**src/rtl/sel_encode_pkg.sv**
```systemverilog
// Shared constants and helpers for the select/encode unit and its scoreboard.
package sel_encode_pkg;

  localparam int NREGS_DEF     = 16;
  localparam int RIDX_W_DEF    = 4;
  localparam int DATA_W_DEF    = 32;
  localparam int CONST_W_DEF   = 19;
  localparam int RA_LSB_DEF    = 23;
  localparam int RB_LSB_DEF    = 19;
  localparam int RC_LSB_DEF    = 15;
  localparam int STALL_MAX_DEF = 15;

  // Helpers work at a fixed maximum width; callers size-cast the result down.
  localparam int MAX_REGS = 64;
  localparam int MAX_W    = 64;

  function automatic logic [MAX_REGS-1:0] onehot(input int unsigned idx);
    return MAX_REGS'(1) << idx;
  endfunction

  function automatic logic [MAX_W-1:0] sext(input logic [MAX_W-1:0] value,
                                            input int unsigned width);
    logic [MAX_W-1:0] upper;
    upper = {MAX_W{1'b1}} << width;
    if (((value >> (width - 1)) & MAX_W'(1)) != '0) return value | upper;
    return value & ~upper;
  endfunction

endpackage

```
**src/rtl/sel_encode_sb_if.sv**
```systemverilog
// Bus bundle between the control unit (master) and the select/encode unit (slave).
interface sel_encode_sb_if #(
  parameter int NREGS  = 16,
  parameter int RIDX_W = 4,
  parameter int DATA_W = 32
);

  logic              ir_load;
  logic [DATA_W-1:0] ir_in;
  logic              gra, grb, grc;
  logic              rin, rout, baout;
  logic [NREGS-1:0]  reg_in;
  logic [NREGS-1:0]  reg_out;
  logic              bus_zero;
  logic [DATA_W-1:0] c_sign;
  logic              issue_valid;
  logic              issue_ready;
  logic              wb_valid;
  logic [RIDX_W-1:0] wb_idx;
  logic              check_en;
  logic              hazard;
  logic [NREGS-1:0]  pending;
  logic [RIDX_W:0]   stall_cnt;
  logic              stall_timeout;

  modport master (
    output ir_load, ir_in, gra, grb, grc, rin, rout, baout,
           issue_valid, wb_valid, wb_idx, check_en,
    input  reg_in, reg_out, bus_zero, c_sign, issue_ready,
           hazard, pending, stall_cnt, stall_timeout
  );

  modport slave (
    input  ir_load, ir_in, gra, grb, grc, rin, rout, baout,
           issue_valid, wb_valid, wb_idx, check_en,
    output reg_in, reg_out, bus_zero, c_sign, issue_ready,
           hazard, pending, stall_cnt, stall_timeout
  );

endinterface

```
**src/rtl/sb_scoreboard.sv**
```systemverilog
// Write-pending scoreboard with hazard detect and saturating stall counter.
// SB_BYPASS_EN: a same-cycle writeback masks its own pending bit in the hazard check.
module sb_scoreboard
  import sel_encode_pkg::*;
#(
  parameter int NREGS     = NREGS_DEF,
  parameter int RIDX_W    = RIDX_W_DEF,
  parameter int STALL_MAX = STALL_MAX_DEF
) (
  input  logic              clock,
  input  logic              reset,
  input  logic [RIDX_W-1:0] ra,
  input  logic [RIDX_W-1:0] rb,
  input  logic [RIDX_W-1:0] rc,
  input  logic              check_en,
  input  logic              issue_valid,
  input  logic              wb_valid,
  input  logic [RIDX_W-1:0] wb_idx,
  output logic              hazard,
  output logic              issue_ready,
  output logic [NREGS-1:0]  pending,
  output logic [RIDX_W:0]   stall_cnt,
  output logic              stall_timeout
);

  localparam logic [RIDX_W:0] STALL_LIMIT = (RIDX_W+1)'(STALL_MAX);
  localparam logic [RIDX_W:0] STALL_ONE   = (RIDX_W+1)'(1);

  logic [NREGS-1:0] pending_reg, pending_next;
  logic [NREGS-1:0] wb_mask, set_mask, hazard_view;
  logic [RIDX_W:0]  stall_cnt_reg, stall_cnt_next;

  assign wb_mask  = wb_valid ? NREGS'(onehot(32'(wb_idx))) : '0;
  assign set_mask = (issue_valid && issue_ready) ? NREGS'(onehot(32'(ra))) : '0;

`ifdef SB_BYPASS_EN
  assign hazard_view = pending_reg & ~wb_mask;
`else
  assign hazard_view = pending_reg;
`endif

  // Checking Ra as well as Rb/Rc catches write-after-write on the destination.
  assign hazard      = check_en && (hazard_view[ra] || hazard_view[rb] || hazard_view[rc]);
  assign issue_ready = !hazard;

  // Set beats clear when both target the same register.
  for (genvar gi = 0; gi < NREGS; gi++) begin : g_pend
    assign pending_next[gi] = set_mask[gi] | (pending_reg[gi] & ~wb_mask[gi]);
  end

  always_comb begin
    stall_cnt_next = '0;
    if (hazard)
      stall_cnt_next = (stall_cnt_reg >= STALL_LIMIT) ? STALL_LIMIT : stall_cnt_reg + STALL_ONE;
  end

  always_ff @(posedge clock) begin
    if (reset) begin
      pending_reg   <= '0;
      stall_cnt_reg <= '0;
    end else begin
      pending_reg   <= pending_next;
      stall_cnt_reg <= stall_cnt_next;
    end
  end

  assign pending       = pending_reg;
  assign stall_cnt     = stall_cnt_reg;
  assign stall_timeout = (stall_cnt_reg == STALL_LIMIT);

endmodule

```
**src/rtl/sel_encode_sb.sv**
```systemverilog
// Select-and-encode unit: latched IR, one-hot register enables, sign-extended C constant.
// Hazard tracking lives in sb_scoreboard (see SB_BYPASS_EN there).
module sel_encode_sb
  import sel_encode_pkg::*;
#(
  parameter int NREGS     = NREGS_DEF,
  parameter int RIDX_W    = RIDX_W_DEF,
  parameter int DATA_W    = DATA_W_DEF,
  parameter int CONST_W   = CONST_W_DEF,
  parameter int RA_LSB    = RA_LSB_DEF,
  parameter int RB_LSB    = RB_LSB_DEF,
  parameter int RC_LSB    = RC_LSB_DEF,
  parameter int STALL_MAX = STALL_MAX_DEF
) (
  input logic            clock,
  input logic            reset,
  sel_encode_sb_if.slave sb
);

  logic [DATA_W-1:0] ir_q_reg;
  logic [RIDX_W-1:0] last_sel_reg;
  logic [RIDX_W-1:0] ra, rb, rc, sel;
  logic [NREGS-1:0]  onehot_sel;
  logic              base_r0;
  logic              unused_ir;

  assign ra = ir_q_reg[RA_LSB +: RIDX_W];
  assign rb = ir_q_reg[RB_LSB +: RIDX_W];
  assign rc = ir_q_reg[RC_LSB +: RIDX_W];

  // Opcode bits above the fields are decoded by the control unit, not here.
  assign unused_ir = ^ir_q_reg;

  always_comb begin
    sel = last_sel_reg;
    if (sb.gra)      sel = ra;
    else if (sb.grb) sel = rb;
    else if (sb.grc) sel = rc;
  end

  always_ff @(posedge clock) begin
    if (reset) begin
      ir_q_reg     <= '0;
      last_sel_reg <= '0;
    end else begin
      if (sb.ir_load) ir_q_reg <= sb.ir_in;
      if (sb.gra || sb.grb || sb.grc) last_sel_reg <= sel;
    end
  end

  assign onehot_sel = NREGS'(onehot(32'(sel)));

  // BAout on R0 reads as constant zero instead of register 0.
  assign base_r0     = sb.baout && (sel == '0);
  assign sb.reg_in   = sb.rin ? onehot_sel : '0;
  assign sb.reg_out  = ((sb.rout || sb.baout) && !base_r0) ? onehot_sel : '0;
  assign sb.bus_zero = base_r0;
  assign sb.c_sign   = DATA_W'(sext(MAX_W'(ir_q_reg[CONST_W-1:0]), CONST_W));

  sb_scoreboard #(
    .NREGS     (NREGS),
    .RIDX_W    (RIDX_W),
    .STALL_MAX (STALL_MAX)
  ) u_sb (
    .clock         (clock),
    .reset         (reset),
    .ra            (ra),
    .rb            (rb),
    .rc            (rc),
    .check_en      (sb.check_en),
    .issue_valid   (sb.issue_valid),
    .wb_valid      (sb.wb_valid),
    .wb_idx        (sb.wb_idx),
    .hazard        (sb.hazard),
    .issue_ready   (sb.issue_ready),
    .pending       (sb.pending),
    .stall_cnt     (sb.stall_cnt),
    .stall_timeout (sb.stall_timeout)
  );

endmodule

```
**src/flat_wrapper.sv**
```systemverilog
// flat-port wrapper written by rule: the top's interface ports become plain ports
module sel_encode_sb_flat import sel_encode_pkg::*;
#(
  parameter int NREGS     = NREGS_DEF,
  parameter int RIDX_W    = RIDX_W_DEF,
  parameter int DATA_W    = DATA_W_DEF,
  parameter int CONST_W   = CONST_W_DEF,
  parameter int RA_LSB    = RA_LSB_DEF,
  parameter int RB_LSB    = RB_LSB_DEF,
  parameter int RC_LSB    = RC_LSB_DEF,
  parameter int STALL_MAX = STALL_MAX_DEF
)
  (clock, reset, sb_ir_load, sb_ir_in, sb_gra, sb_grb, sb_grc, sb_rin, sb_rout, sb_baout, sb_issue_valid, sb_wb_valid, sb_wb_idx, sb_check_en, sb_reg_in, sb_reg_out, sb_bus_zero, sb_c_sign, sb_issue_ready, sb_hazard, sb_pending, sb_stall_cnt, sb_stall_timeout);
  sel_encode_sb_if #(.NREGS(NREGS), .RIDX_W(RIDX_W), .DATA_W(DATA_W)) sb_i ();
  input logic clock;
  input logic reset;
  input wire logic [$bits(sb_i.ir_load)-1:0] sb_ir_load;
  input wire logic [$bits(sb_i.ir_in)-1:0] sb_ir_in;
  input wire logic [$bits(sb_i.gra)-1:0] sb_gra;
  input wire logic [$bits(sb_i.grb)-1:0] sb_grb;
  input wire logic [$bits(sb_i.grc)-1:0] sb_grc;
  input wire logic [$bits(sb_i.rin)-1:0] sb_rin;
  input wire logic [$bits(sb_i.rout)-1:0] sb_rout;
  input wire logic [$bits(sb_i.baout)-1:0] sb_baout;
  input wire logic [$bits(sb_i.issue_valid)-1:0] sb_issue_valid;
  input wire logic [$bits(sb_i.wb_valid)-1:0] sb_wb_valid;
  input wire logic [$bits(sb_i.wb_idx)-1:0] sb_wb_idx;
  input wire logic [$bits(sb_i.check_en)-1:0] sb_check_en;
  output wire logic [$bits(sb_i.reg_in)-1:0] sb_reg_in;
  output wire logic [$bits(sb_i.reg_out)-1:0] sb_reg_out;
  output wire logic [$bits(sb_i.bus_zero)-1:0] sb_bus_zero;
  output wire logic [$bits(sb_i.c_sign)-1:0] sb_c_sign;
  output wire logic [$bits(sb_i.issue_ready)-1:0] sb_issue_ready;
  output wire logic [$bits(sb_i.hazard)-1:0] sb_hazard;
  output wire logic [$bits(sb_i.pending)-1:0] sb_pending;
  output wire logic [$bits(sb_i.stall_cnt)-1:0] sb_stall_cnt;
  output wire logic [$bits(sb_i.stall_timeout)-1:0] sb_stall_timeout;
  assign sb_i.ir_load = sb_ir_load;
  assign sb_i.ir_in = sb_ir_in;
  assign sb_i.gra = sb_gra;
  assign sb_i.grb = sb_grb;
  assign sb_i.grc = sb_grc;
  assign sb_i.rin = sb_rin;
  assign sb_i.rout = sb_rout;
  assign sb_i.baout = sb_baout;
  assign sb_i.issue_valid = sb_issue_valid;
  assign sb_i.wb_valid = sb_wb_valid;
  assign sb_i.wb_idx = sb_wb_idx;
  assign sb_i.check_en = sb_check_en;
  assign sb_reg_in = sb_i.reg_in;
  assign sb_reg_out = sb_i.reg_out;
  assign sb_bus_zero = sb_i.bus_zero;
  assign sb_c_sign = sb_i.c_sign;
  assign sb_issue_ready = sb_i.issue_ready;
  assign sb_hazard = sb_i.hazard;
  assign sb_pending = sb_i.pending;
  assign sb_stall_cnt = sb_i.stall_cnt;
  assign sb_stall_timeout = sb_i.stall_timeout;
  sel_encode_sb #(.NREGS(NREGS), .RIDX_W(RIDX_W), .DATA_W(DATA_W), .CONST_W(CONST_W), .RA_LSB(RA_LSB), .RB_LSB(RB_LSB), .RC_LSB(RC_LSB), .STALL_MAX(STALL_MAX)) u_core (.clock(clock), .reset(reset), .sb(sb_i));
endmodule
```
**config.mk**
```make
export PLATFORM = sky130hd
export DESIGN_NAME = sel_encode_sb_flat
export DESIGN_NICKNAME = d
export VERILOG_FILES = /design/src/rtl/sel_encode_pkg.sv /design/src/rtl/sel_encode_sb_if.sv /design/src/rtl/sb_scoreboard.sv /design/src/rtl/sel_encode_sb.sv /design/src/flat_wrapper.sv
export SDC_FILE = /design/constraint.sdc
export NUM_CORES = 1
export LEC_CHECK = 0
export ABC_AREA = 1
export CAP_MARGIN = 30
export CORE_MARGIN = 5
export CORE_UTILIZATION = 44
export CTS_BUF_LIST = sky130_fd_sc_hd__clkbuf_4 sky130_fd_sc_hd__clkbuf_8
export DETAILED_ROUTE_END_ITERATION = 10
export MAX_ROUTING_LAYER = met4
export PLACE_DENSITY_LB_ADDON = 0.05
export SETUP_SLACK_MARGIN = 0.02
export SYNTH_ARGS = -nofsm -noshare
export SYNTH_HDL_FRONTEND = slang
export SYNTH_SLANG_ARGS = --single-unit
```
**constraint.sdc**
```tcl
create_clock -name clock -period 2.2 [get_ports clock]
set_input_delay 0.22 -clock clock [delete_from_list [all_inputs] [get_ports clock]]
set_output_delay 0.22 -clock clock [all_outputs]
set_load 0.03 [all_outputs]
```
==> impl.org, run 1 <==
** Status
- The flow ran to the end, but the final reports show violations.
- Violated checks :: negative setup slack

** Clock network
- TritonCTS built the clock tree.
- The clock passes through at most 2 buffers.
- In this run, CTS created clock tree buffers numbering 5.
- CTS Sinks :: 52
- At the later pin of the worst-skew pair, clock insertion delay measures 0.31 ns.
- Clock tree synthesis selected as its root buffer the cell clkbuf_8.
- CTS built an H-tree with a depth of 2.
- The number of hold buffers added after CTS was 0.
- Clock-pin slew reported for the worst setup and hold paths after clock tree synthesis :: 0.11 ns

** Critical path
- STA classifies the critical path endpoint as an output port.
- For flop-to-flop paths, the worst setup slack is 0.42 ns.
- The worst register-to-register path ends at u_core.u_sb.stall_cnt[0].
- Of all nets on the critical path, the largest fanout is 8.
- Setup crit start :: u_core.ir_q_reg[16]
- Crit-path leading delay family :: simple AND/OR/NAND/NOR gates
- The worst register-to-register path begins at u_core.ir_q_reg[23].
- Worst Path Class, Setup :: reg -> out
- Worst Setup Start Kind :: flip-flop
- In this design, the stage delay of the slowest critical-path cell is 0.43 ns.
- On the critical path, the stage with the largest delay is an instance of dfxtp_2.
- WP data required :: 1.98 ns
- CP Cell Sequence :: nand2_1 -> a31oi_2 -> inv_2 -> nand2_2 -> nor2_4 -> nand2_2 -> nor2_4 -> nor2_4 -> inv_4 -> nor2_1 -> buf_4
- Sum of buffers and inverters on the critical path :: 3
- For the worst setup path, the data arrival time is 2.00 ns.
- Most common cell on crit path :: nor2_4
- Depth of the worst register-to-register path :: 11

** Routing
- Wires add up to 10.2 mm.
- Once detail routing completed, the nets flagged for antenna violations numbered 0.
- After detailed routing, the number of remaining DRC violations is 0.
- Dividing the detail-routed via count by the number of cells gives 5.06.
- For this block, the via count after detailed routing is 3737.
- Before antenna repair, the detailed router went through 5 iterations.
- The first routing iteration left 199 violations.
- After detailed routing, the average wire length per cell comes to 13.8 microns.

** Pwr
- Worst-case vdd ir drop :: 0.431 mV
- For this design the static power due to leakage is 2.05 nW.
- Power Density :: 512 nW/um^2

** Synthesis
- Synthesized cell area :: 3260 sq um
- Number of warning messages in the yosys log :: 0
- Per-instance average area after synthesis :: 6.34 sq um
- Synthesis inferred 52 register bits.
- Synthesis instantiated 30 different standard cells from the library.
- The number of nets handed over by synthesis was 564.
- Of the synthesized area, sequential elements account for 31.9%.
- Counting every instance in the synthesized netlist gives 514.

** STA
- Fin. Hold Viols :: 0
- After layout, the worst path uses 101% of the clock period.
- For the pin with the worst max-slew slack, the measured transition is 0.584 ns.
- Setup violations remaining at the end of the flow were counted as 7.
- Static timing analysis puts the maximum clock frequency at 0.451 GHz.
- Minimum hold slack :: 0.372 ns
- The clock arrives with 0.0149 ns of skew.
- The number of slew-limit violations in the final report was 0.
- In this run the tightest slew margin relative to its limit is 60.9%.
- Final critical delay including setup and external delays :: 2.22 ns
- In the final timing run, aggregate negative setup slack is -0.0529 ns.
- Setup slack of the critical path after layout :: -0.0159 ns
- Unrepaired setup endpoints after global routing :: true

** Placement
- Weighted congestion at the end of routability-driven global placement :: 0.862
- Number of cells after detailed placement :: 717
- Buffers placed on the I/O ports in this run total 131.
- DP HPWL :: 7.45 mm

** Worst hold path
- The worst hold path belongs to the class in -> reg.
- The worst hold path passes through 2 cells.
- Hold path endpoint :: u_core.u_sb.pending[10]
- Worst hold path startpoint :: reset

** Floorplanning
- Height of the die :: 96.1 microns
- Chip width :: 96.1 microns
- Top-Level Pins :: 137
- For this configuration, the core starts out at a cell density of 45.0%.
- Full die area :: 9230 sq um
- FP Rows :: 31
- Area of the core :: 7250 sq um

** GRT
- The first global-routing pass estimated 15.3 mm of wire.
- Across every metal layer, demand over resource in global routing totals 21.1%.
- Entering global routing, the biggest net connects 27 pins.
- The via count of the first global-routing pass is 3274.
- For this run the aggregate overflow at the end of global routing stands at 0.
- Number of antenna violations at the first check in global routing :: 0

** Layout
- The finished layout holds 739 standard cells, fillers aside.
- Antenna Cells :: 0
- Of the cells placed in the final design, the portion with a size suffix greater than 1 is 22.7%.
- Largest register FFs :: 27
- Area Growth Syn to Fin :: 49.0%
- Number of nets in the final layout :: 689
- The layout has 667 filler cells.

** Run
- Max-cap violations :: 0
[metal layers]
metal / part of all wire (%) / track usage [%] / wire [microns]
met1: 44 / 27.9 / 4460
met2: 47 / 33.9 / 4780
met4: 0.58 / 4.27 / 59
met5: 0 / - / 0
met3: 9.2 / 3.83 / 938
[stage by stage]
stage | power [W] | util (%) | setup slack [ns] | instance area, sq um
after floorplan | 0.00155 | - | 0.0445 | 3260
after global placement | 0.00182 | 61.7 | -0.0502 | 4480
after detailed placement | 0.00183 | 61.7 | -0.107 | 4480
after CTS | 0.00243 | 63.8 | 0.0291 | 4630
after global routing | 0.00262 | 67.0 | -0.172 | 4860
final | 0.00249 | 67.0 | -0.0159 | 4860
[kinds of logic (layout without fill, tap and decap cells)]
| kind of cell | after synthesis | count (layout) | share of synthesized area (%) |
|---|---|---|---|
| AOI/OAI and AO/OA | 76 | 76 | 13.4 |
| buffers and inverters | 116 | 241 | 18.3 |
| and+or+nand+nor | 268 | 269 | 35.7 |
| DFF | 52 | 52 | 31.9 |
| adders and majority gates | 2 | 2 | 0.767 |
[Yosys cell counts, drive strengths merged]
library cell	number	area, sq um
o211ai	2	15.0
nor4	1	6.26
nor2	72	283
nand2	101	397
or2	2	15.0
dfxtp	52	1040
clkbuf	15	66.3
nand3	67	335
ha	2	25.0
a21oi	33	165
inv	59	224
o21ai	25	125
buf	41	302
nand4	1	6.26
nor3	23	115
a31oi	4	40.0
clkinv	1	3.75
a211oi	12	90.1
and3	1	6.26
[worst max-delay path by stage]
| stage | to | slack (ns) | cells past startpoint |
|---|---|---|---|
| after detailed placement | sb_reg_in[10] | -0.11 | 10 |
| final | sb_reg_out[15] | -0.02 | 11 |
| after floorplan | sb_reg_in[10] | 0.04 | 5 |
| after global routing | sb_reg_out[3] | -0.17 | 11 |
| after CTS | sb_reg_out[13] | 0.03 | 14 |
| after global placement | sb_reg_out[14] | -0.05 | 15 |
[report_power, final]
group | switching (W) | internal, W
sequential | 0.0000388 | 0.000987
clock | 0.000350 | 0.000235
combinational | 0.000509 | 0.000371
total | 0.000897 | 0.00159
[area by class of cell]
| cell class | instances | area, sq um | share of cell area (%) |
|---|---|---|---|
| multi-input combinational | 347 | 1750 | 36.1 |
| timing repair buffer | 173 | 1600 | 32.9 |
| sequential | 52 | 1050 | 21.7 |
| inverter | 60 | 233 | 4.79 |
| tap | 99 | 124 | 2.55 |
| clock buffer | 5 | 68.8 | 1.42 |
| clock inverter | 3 | 26.3 | 0.541 |
[timing repair]
action / CTS / global route
setup buffers: 4 / 9
gates resized for setup: 16 / 55
endpoints found under the setup margin: 29 / 31
pin swaps: 0 / 5
cloned: 0 / 1
[placed cells by master (no fill, tap or decap), drive strengths merged, types with 5 or more instances in the layout]
cell           netlist  final
a21oi               33     33
nor3                23     23
inv                 59     61
nand3               67     67
o21ai               25     25
nor2                72     72
clkbuf              15      5
nand2              101    102
buf                 41     78
dfxtp               52     52
clkdlybuf4s50        0     91
a211oi              12     12
Power figures use the tool's default switching activity.
==> inputs of run 2 (changes only) <==
--- a/config.mk
+++ b/config.mk
@@ -14,6 +14,7 @@
 export MAX_ROUTING_LAYER = met4
 export PLACE_DENSITY_LB_ADDON = 0.05
 export SETUP_SLACK_MARGIN = 0.02
+export SKIP_LAST_GASP = 1
 export SYNTH_ARGS = -nofsm -noshare
 export SYNTH_HDL_FRONTEND = slang
 export SYNTH_SLANG_ARGS = --single-unit
==> impl.org, run 2 (synthesis gave the netlist of run 1 again) <==
** Run
- Max-cap violations in this run came to 0.

** STA
- Max Clock Skew :: 0.0143 ns
- The final critical path takes up 100% of the cycle.
- Final critical delay including setup and external delays :: 2.21 ns
- The final hold violation count came to 0.
- Minimum hold slack :: 0.368 ns
- Setup slack of the critical path after layout :: -0.00899 ns
- Unrepaired setup endpoints after global routing :: true
- Headroom to the max-slew limit came out at 60.6%.
- Based on the critical path, the design can be clocked at up to 0.453 GHz.
- Slew of the pin with the lowest slew margin :: 0.589 ns
- Setup violations remaining at the end of the flow were counted as 4.
- The number of slew-limit violations in the final report is 0.

** Routing
- Number of detailed-route iterations in the first pass :: 6
- Wires add up to 10.2 mm.
- Once detail routing completed, the nets flagged for antenna violations numbered 0.
- DR iter-0 viols :: 204
- In the routed layout, each cell is associated on average with a via count of 5.06.
- Average wire length per cell after detail routing :: 13.8 microns
- Number of vias after detailed routing :: 3736
- DRC violations left :: 0

** GRT
- The number of antenna violations at the first check in global routing is 0.
- The via count of the first global-routing pass is 3274.
- In the global route stage, overall resource usage came out at 21.1%.
- Maximum number of pins on one net before global-route repair :: 27
- The total overflow left after global routing is 0.
- The first global-routing pass estimated 15.3 mm of wire.

** Layout
- The register with the most flip-flops in the layout has 27 of them.
- Number of nets in the final layout :: 689
- The number of antenna diodes in the final layout is 0.
- Ratio of cells with drive above 1 in the final layout :: 22.3%
- Highest-count cells in the layout ignoring fill and taps :: clkdlybuf4s50_1, nand2_1, nand3_1
- Commonest non-fill, non-tap cell in the layout :: clkdlybuf4s50_1
- Relative to the synthesized area, the layout overhead comes to 48.8%.

** Status
- The run finished, with violations left.
- Violated checks :: negative setup slack

** Placement
- DP HPWL :: 7.45 mm
- During placement, the flow inserted port buffers numbering 131.
- Pre-CTS setup slack :: -0.107 ns
- Weighted congestion at the end of routability-driven global placement :: 0.862

** Critical path
- Worst setup slack for register-to-register paths :: 0.41 ns
- Counting cells, the worst reg-to-reg path comes to 11.
- WP data required :: 1.98 ns
- The startpoint identified for the worst register-to-register timing path is u_core.ir_q_reg[23].
- STA classifies the critical path endpoint as an output port.
- At the worst endpoint, the arrival time is 1.99 ns.
- The critical path is of the reg -> out type.
- Worst Setup Start Kind :: flip-flop
- Tracing the worst setup path back leads to its startpoint at u_core.ir_q_reg[16].
- Worst-path maximum fanout :: 8

** Worst hold path
- Instance count along the most critical hold path :: 2
- Worst hold path startpoint :: reset
- The path class of the tightest hold or removal check is in -> reg.

** Floorplanning
- Measured along the y axis, the die boundary spans 96.1 microns.
- 137 I/O pins were placed.
- The initial utilization of the core area, before any placement, comes to 45.0%.
- Chip width :: 96.1 microns
- Area of the core :: 7250 sq um
- The floorplan has 31 rows.
- Full die area :: 9230 sq um

** Pwr
- Power Density :: 513 nW/um^2
- The design draws 0.00249 W.
- Worst-case vdd ir drop :: 0.431 mV
- Pleak :: 2.05 nW

** Clock network
- Clock latency of the later-clocked register in the worst-skew pair :: 0.31 ns
- Clock tree root buffer cell :: clkbuf_8
- Clock-pin slew was measured on the worst setup and hold paths at 0.11 ns.
- Clock tree synthesis found a total of 52 sinks.
- The H-tree was split into 2 levels.
- CTS max path bufs :: 2
- In this run, CTS created clock tree buffers numbering 5.
- TritonCTS built the clock tree.
-- run 2: cell type report --
type / instances / area [sq um]
Fill cell: 669 / 2400
Timing Repair Buffer: 173 / 1600
Clock buffer: 5 / 68.8
Inverter: 60 / 233
Sequential cell: 52 / 1050
Multi-Input combinational cell: 347 / 1750
Clock inverter: 3 / 26.3
Tap cell: 99 / 124
-- run 2: critical path: stages, from the launching register on --
cell     delay [ns]
dfxtp_2        0.43
nand2_1        0.09
a31oi_2        0.26
inv_2          0.10
nand2_2        0.10
nor2_4         0.04
nand2_2        0.09
nor2_4         0.05
nor2_4         0.16
inv_4          0.09
nor2_1         0.11
buf_4          0.17
-- run 2: stage by stage --
stage,util (%),setup TNS (ns),instances,area (sq um)
floorplan,-,0,514,3260
global placement,61.7,-0.618,717,4480
detailed placement,61.7,-1.41,717,4480
CTS,63.8,0,729,4630
global route,66.9,-2.76,739,4850
finish,66.9,-0.0325,739,4850
-- run 2: path summary, 6_finish.rpt --
check | endpoint
setup / recovery | sb_reg_out[15]
hold / removal | u_core.u_sb.pending[13]
setup reg to reg | u_core.u_sb.stall_cnt[0]
hold reg to reg | u_core.ir_q_reg[14]
-- run 2: power by group --
| group | leakage, nW | switching [W] | total [W] | internal (W) |
|---|---|---|---|---|
| Clock | 0.0491 | 0.000353 | 0.000589 | 0.000235 |
| Combinational | 1.57 | 0.000507 | 0.000878 | 0.000371 |
| Sequential | 0.429 | 0.0000383 | 0.00103 | 0.000987 |
| Total | 2.05 | 0.000899 | 0.00249 | 0.00159 |
-- run 2: layer usage --
layer  vias up  wire length (microns)  global-route usage, %
li1       1889                      -                      -
met1      1659                   4450                   27.9
met2       177                   4780                   33.9
met3        11                    924                   3.83
met4         0                     75                   4.27
met5         -                      0                      -
-- run 2: repair_timing --
| action | in CTS | in global routing |
|---|---|---|
| cloned | 0 | 1 |
| endpoints found under the setup margin | 29 | 31 |
| resized for setup | 16 | 53 |
| setup buffers | 4 | 9 |
| hold buffers | 0 | 0 |
| pin swaps | 0 | 5 |
==> inputs of run 3 (changes only) <==
--- a/config.mk
+++ b/config.mk
@@ -10,9 +10,11 @@
 export CORE_MARGIN = 5
 export CORE_UTILIZATION = 44
 export CTS_BUF_LIST = sky130_fd_sc_hd__clkbuf_4 sky130_fd_sc_hd__clkbuf_8
+export CTS_CLUSTER_SIZE = 40
 export DETAILED_ROUTE_END_ITERATION = 10
 export MAX_ROUTING_LAYER = met4
 export PLACE_DENSITY_LB_ADDON = 0.05
+export RECOVER_POWER = 100
 export SETUP_SLACK_MARGIN = 0.02
 export SKIP_LAST_GASP = 1
 export SYNTH_ARGS = -nofsm -noshare
==> impl.org, run 3 (synthesis gave the netlist of run 1 again) <==
** Status
- The flow ran to the end, but the final reports show violations.
- Violated checks :: negative setup slack

** Layout
- Number of nets in the final layout :: 689
- Compared with the post-synthesis result, the final layout area differs by 48.3%.
- The register with the most flip-flops in the layout has 27 of them.
- The library cell used most frequently in the layout, excluding fill and tap cells, is clkdlybuf4s50_1.
- Final design utilization :: 66.7%
- Registers take 1050 sq um.
- The post-route netlist has 22.3% of its cells at a drive strength greater than 1.
- Layout Cells excl Fill :: 739
- After routing the design area is 4840 sq um.
- Area occupied by multi-input gates :: 1750 sq um
- Counting the fill cells in the layout gives 670.
- The library cells used most frequently in the layout, excluding fill and tap cells, are clkdlybuf4s50_1, nand2_1, nand3_1.
- The number of antenna diodes in the final layout is 0.

** STA
- Fin. Hold Viols :: 0
- Highest Clock Rate :: 0.452 GHz
- Setup violations remaining at the end of the flow were counted as 8.
- Final period utilization :: 101%
- For the pin with the worst max-slew slack, the measured transition is 0.607 ns.
- Final critical delay including setup and external delays :: 2.21 ns
- The number of slew-limit violations in the final report came to 0.
- Setup slack of the critical path after layout :: -0.0123 ns
- Setup repair after global routing could not meet its margin everywhere.
- Max Clock Skew :: 0.0146 ns
- Setup total negative slack on the finished layout was measured at -0.0499 ns.
- Relative slew slack :: 59.4%

** Routing
- The routed design has 10.3 mm of wire.
- Once detail routing completed, the nets flagged for antenna violations numbered 0.
- DR iter-0 viols :: 201
- Number of detailed-route iterations in the first pass :: 6
- Dividing the detail-routed via count by the number of cells gives 5.09.
- In the final routed layout, each cell accounts on average for 13.9 microns.
- For this run, design rule violations remaining after detail routing come to 0.
- Across all layers, the routed design uses 3759 vias.

** GRT
- Global routing used 21.1% of the available tracks across all layers.
- Maximum number of pins on one net before global-route repair :: 27
- Summed over all layers, the global routing overflow is 0.
- Wire length of the first global-routing pass :: 15.3 mm
- Number of antenna violations at the first check in global routing :: 0
- The via count of the first global-routing pass is 3274.

** Floorplanning
- Height of the die :: 96.1 microns
- Once the floorplan was initialized, standard cells occupied 45.0% of the core.
- 137 I/O pins were placed.
- Measured along the x axis, the die boundary spans 96.1 microns.
- The initialized floorplan defines 31 standard-cell rows.
- The die covers 9230 sq um.
- Area of the core :: 7250 sq um

** Placement
- In this run the tool buffered the top-level ports with 131 buffer cells.
- The placed instances occupy a cell area of 4480 sq um.
- DP HPWL :: 7.45 mm
- Weighted congestion at the end of routability-driven global placement :: 0.862
- Number of cells after detailed placement :: 717

** Clock network
- The clock tree synthesis step divided the H-tree into 2 levels.
- TritonCTS clock tree :: done
- CTS Sinks :: 52
- After clock tree synthesis, the clock-pin slew on the worst setup and hold paths is 0.11 ns.
- The clock passes through at most 2 buffers.
- Cts bufs inserted :: 5
- The tree is rooted in a clkbuf_8.
- Clock latency on the worst-skew pair, taken at its later pin, is 0.31 ns.

** Critical path
- WP data required :: 1.98 ns
- Data arrival time of the worst path :: 1.99 ns
- The worst setup path is launched from a flip-flop.
- Tracing the worst setup path back leads to its startpoint at u_core.ir_q_reg[16].
- Depth of the worst register-to-register path :: 11
- The worst setup path is captured at an output port.
- The worst register-to-register path begins at u_core.ir_q_reg[23].
- In this run the register-to-register setup slack is 0.41 ns.
- Endpoint of the most critical register-to-register path :: u_core.u_sb.stall_cnt[0]
- Worst-path maximum fanout :: 8
- The critical path is of the reg -> out type.

** Worst hold path
- Worst min path class :: in -> reg
- Worst hold path startpoint :: reset
- Instance count along the most critical hold path :: 2
- Hold path endpoint :: u_core.u_sb.pending[13]

** Pwr
- Pleak :: 2.05 nW
- Dividing total power by cell area gives a power density of 514 nW/um^2.
- Across the VDD grid, the largest voltage drop is 0.430 mV.

** Run
- The tool flagged a number of max-cap violations equal to 0.
==> run 3: cell types whose count changed in the layout (fill, tap and decap cells not counted), sizes merged <==
| cell | delta |
|---|---|
| buf | -1 |
| dlygate4sd3 | +1 |
| clkdlybuf4s50 | -1 |
| clkbuf | +1 |
==> run 3: cell type report <==
| type | instances | share of cell area (%) |
|---|---|---|
| Clock buffer | 5 | 1.42 |
| Tap cell | 99 | 2.56 |
| Timing Repair Buffer | 173 | 32.7 |
| Sequential cell | 52 | 21.8 |
| Multi-Input combinational cell | 347 | 36.1 |
| Clock inverter | 3 | 0.543 |
| Inverter | 60 | 4.81 |
==> run 3: worst max-delay path: stages, from the launching register on <==
cell and delay, ns:
dfxtp_2 0.43, nand2_1 0.09, a31oi_2 0.26, inv_2 0.10, nand2_2 0.10, nor2_4 0.04, nand2_2 0.09, nor2_4 0.05
nor2_4 0.16, inv_4 0.09, nor2_1 0.11, buf_4 0.17
==> run 3: power breakdown <==
part / total [W] / switching [W] / leakage, nW / internal, W
Clock: 0.000587 / 0.000352 / 0.0491 / 0.000235
Combinational: 0.000875 / 0.000508 / 1.57 / 0.000367
Sequential: 0.00103 / 0.0000385 / 0.429 / 0.000987
==> run 3: repair_timing <==
item	CTS	global route
pin swaps	0	5
cloned	0	1
buffers inserted	4	9
hold buffers	0	0
endpoints found under the setup margin	29	31
endpoints found under the hold margin	0	0
resized for setup	16	53
==> run 3: worst max path at each step <==
stage	cells past startpoint	slack, ns	endpoint
finish	11	-0.01	sb_reg_out[15]
global route	11	-0.18	sb_reg_out[3]
CTS	14	0.03	sb_reg_out[13]
detailed placement	10	-0.11	sb_reg_in[10]
global placement	15	-0.05	sb_reg_out[14]
floorplan	5	0.04	sb_reg_in[10]
==> run 3: stage by stage <==
stage               hold slack, ns  worst slack (ns)  total power [W]
global route                 0.390            -0.184          0.00261
detailed placement           0.453            -0.107          0.00183
global placement             0.447           -0.0502          0.00182
CTS                          0.356            0.0291          0.00243
floorplan                    0.360            0.0445          0.00155
finish                       0.374           -0.0123          0.00249
==> run 3: routing by layer <==
layer	global-route usage [%]	routed length [microns]	vias to the layer above
li1	-	-	1888
met1	27.9	4440	1692
met2	33.9	4800	172
met3	3.83	957	7
met4	4.27	61	0
met5	-	0	-
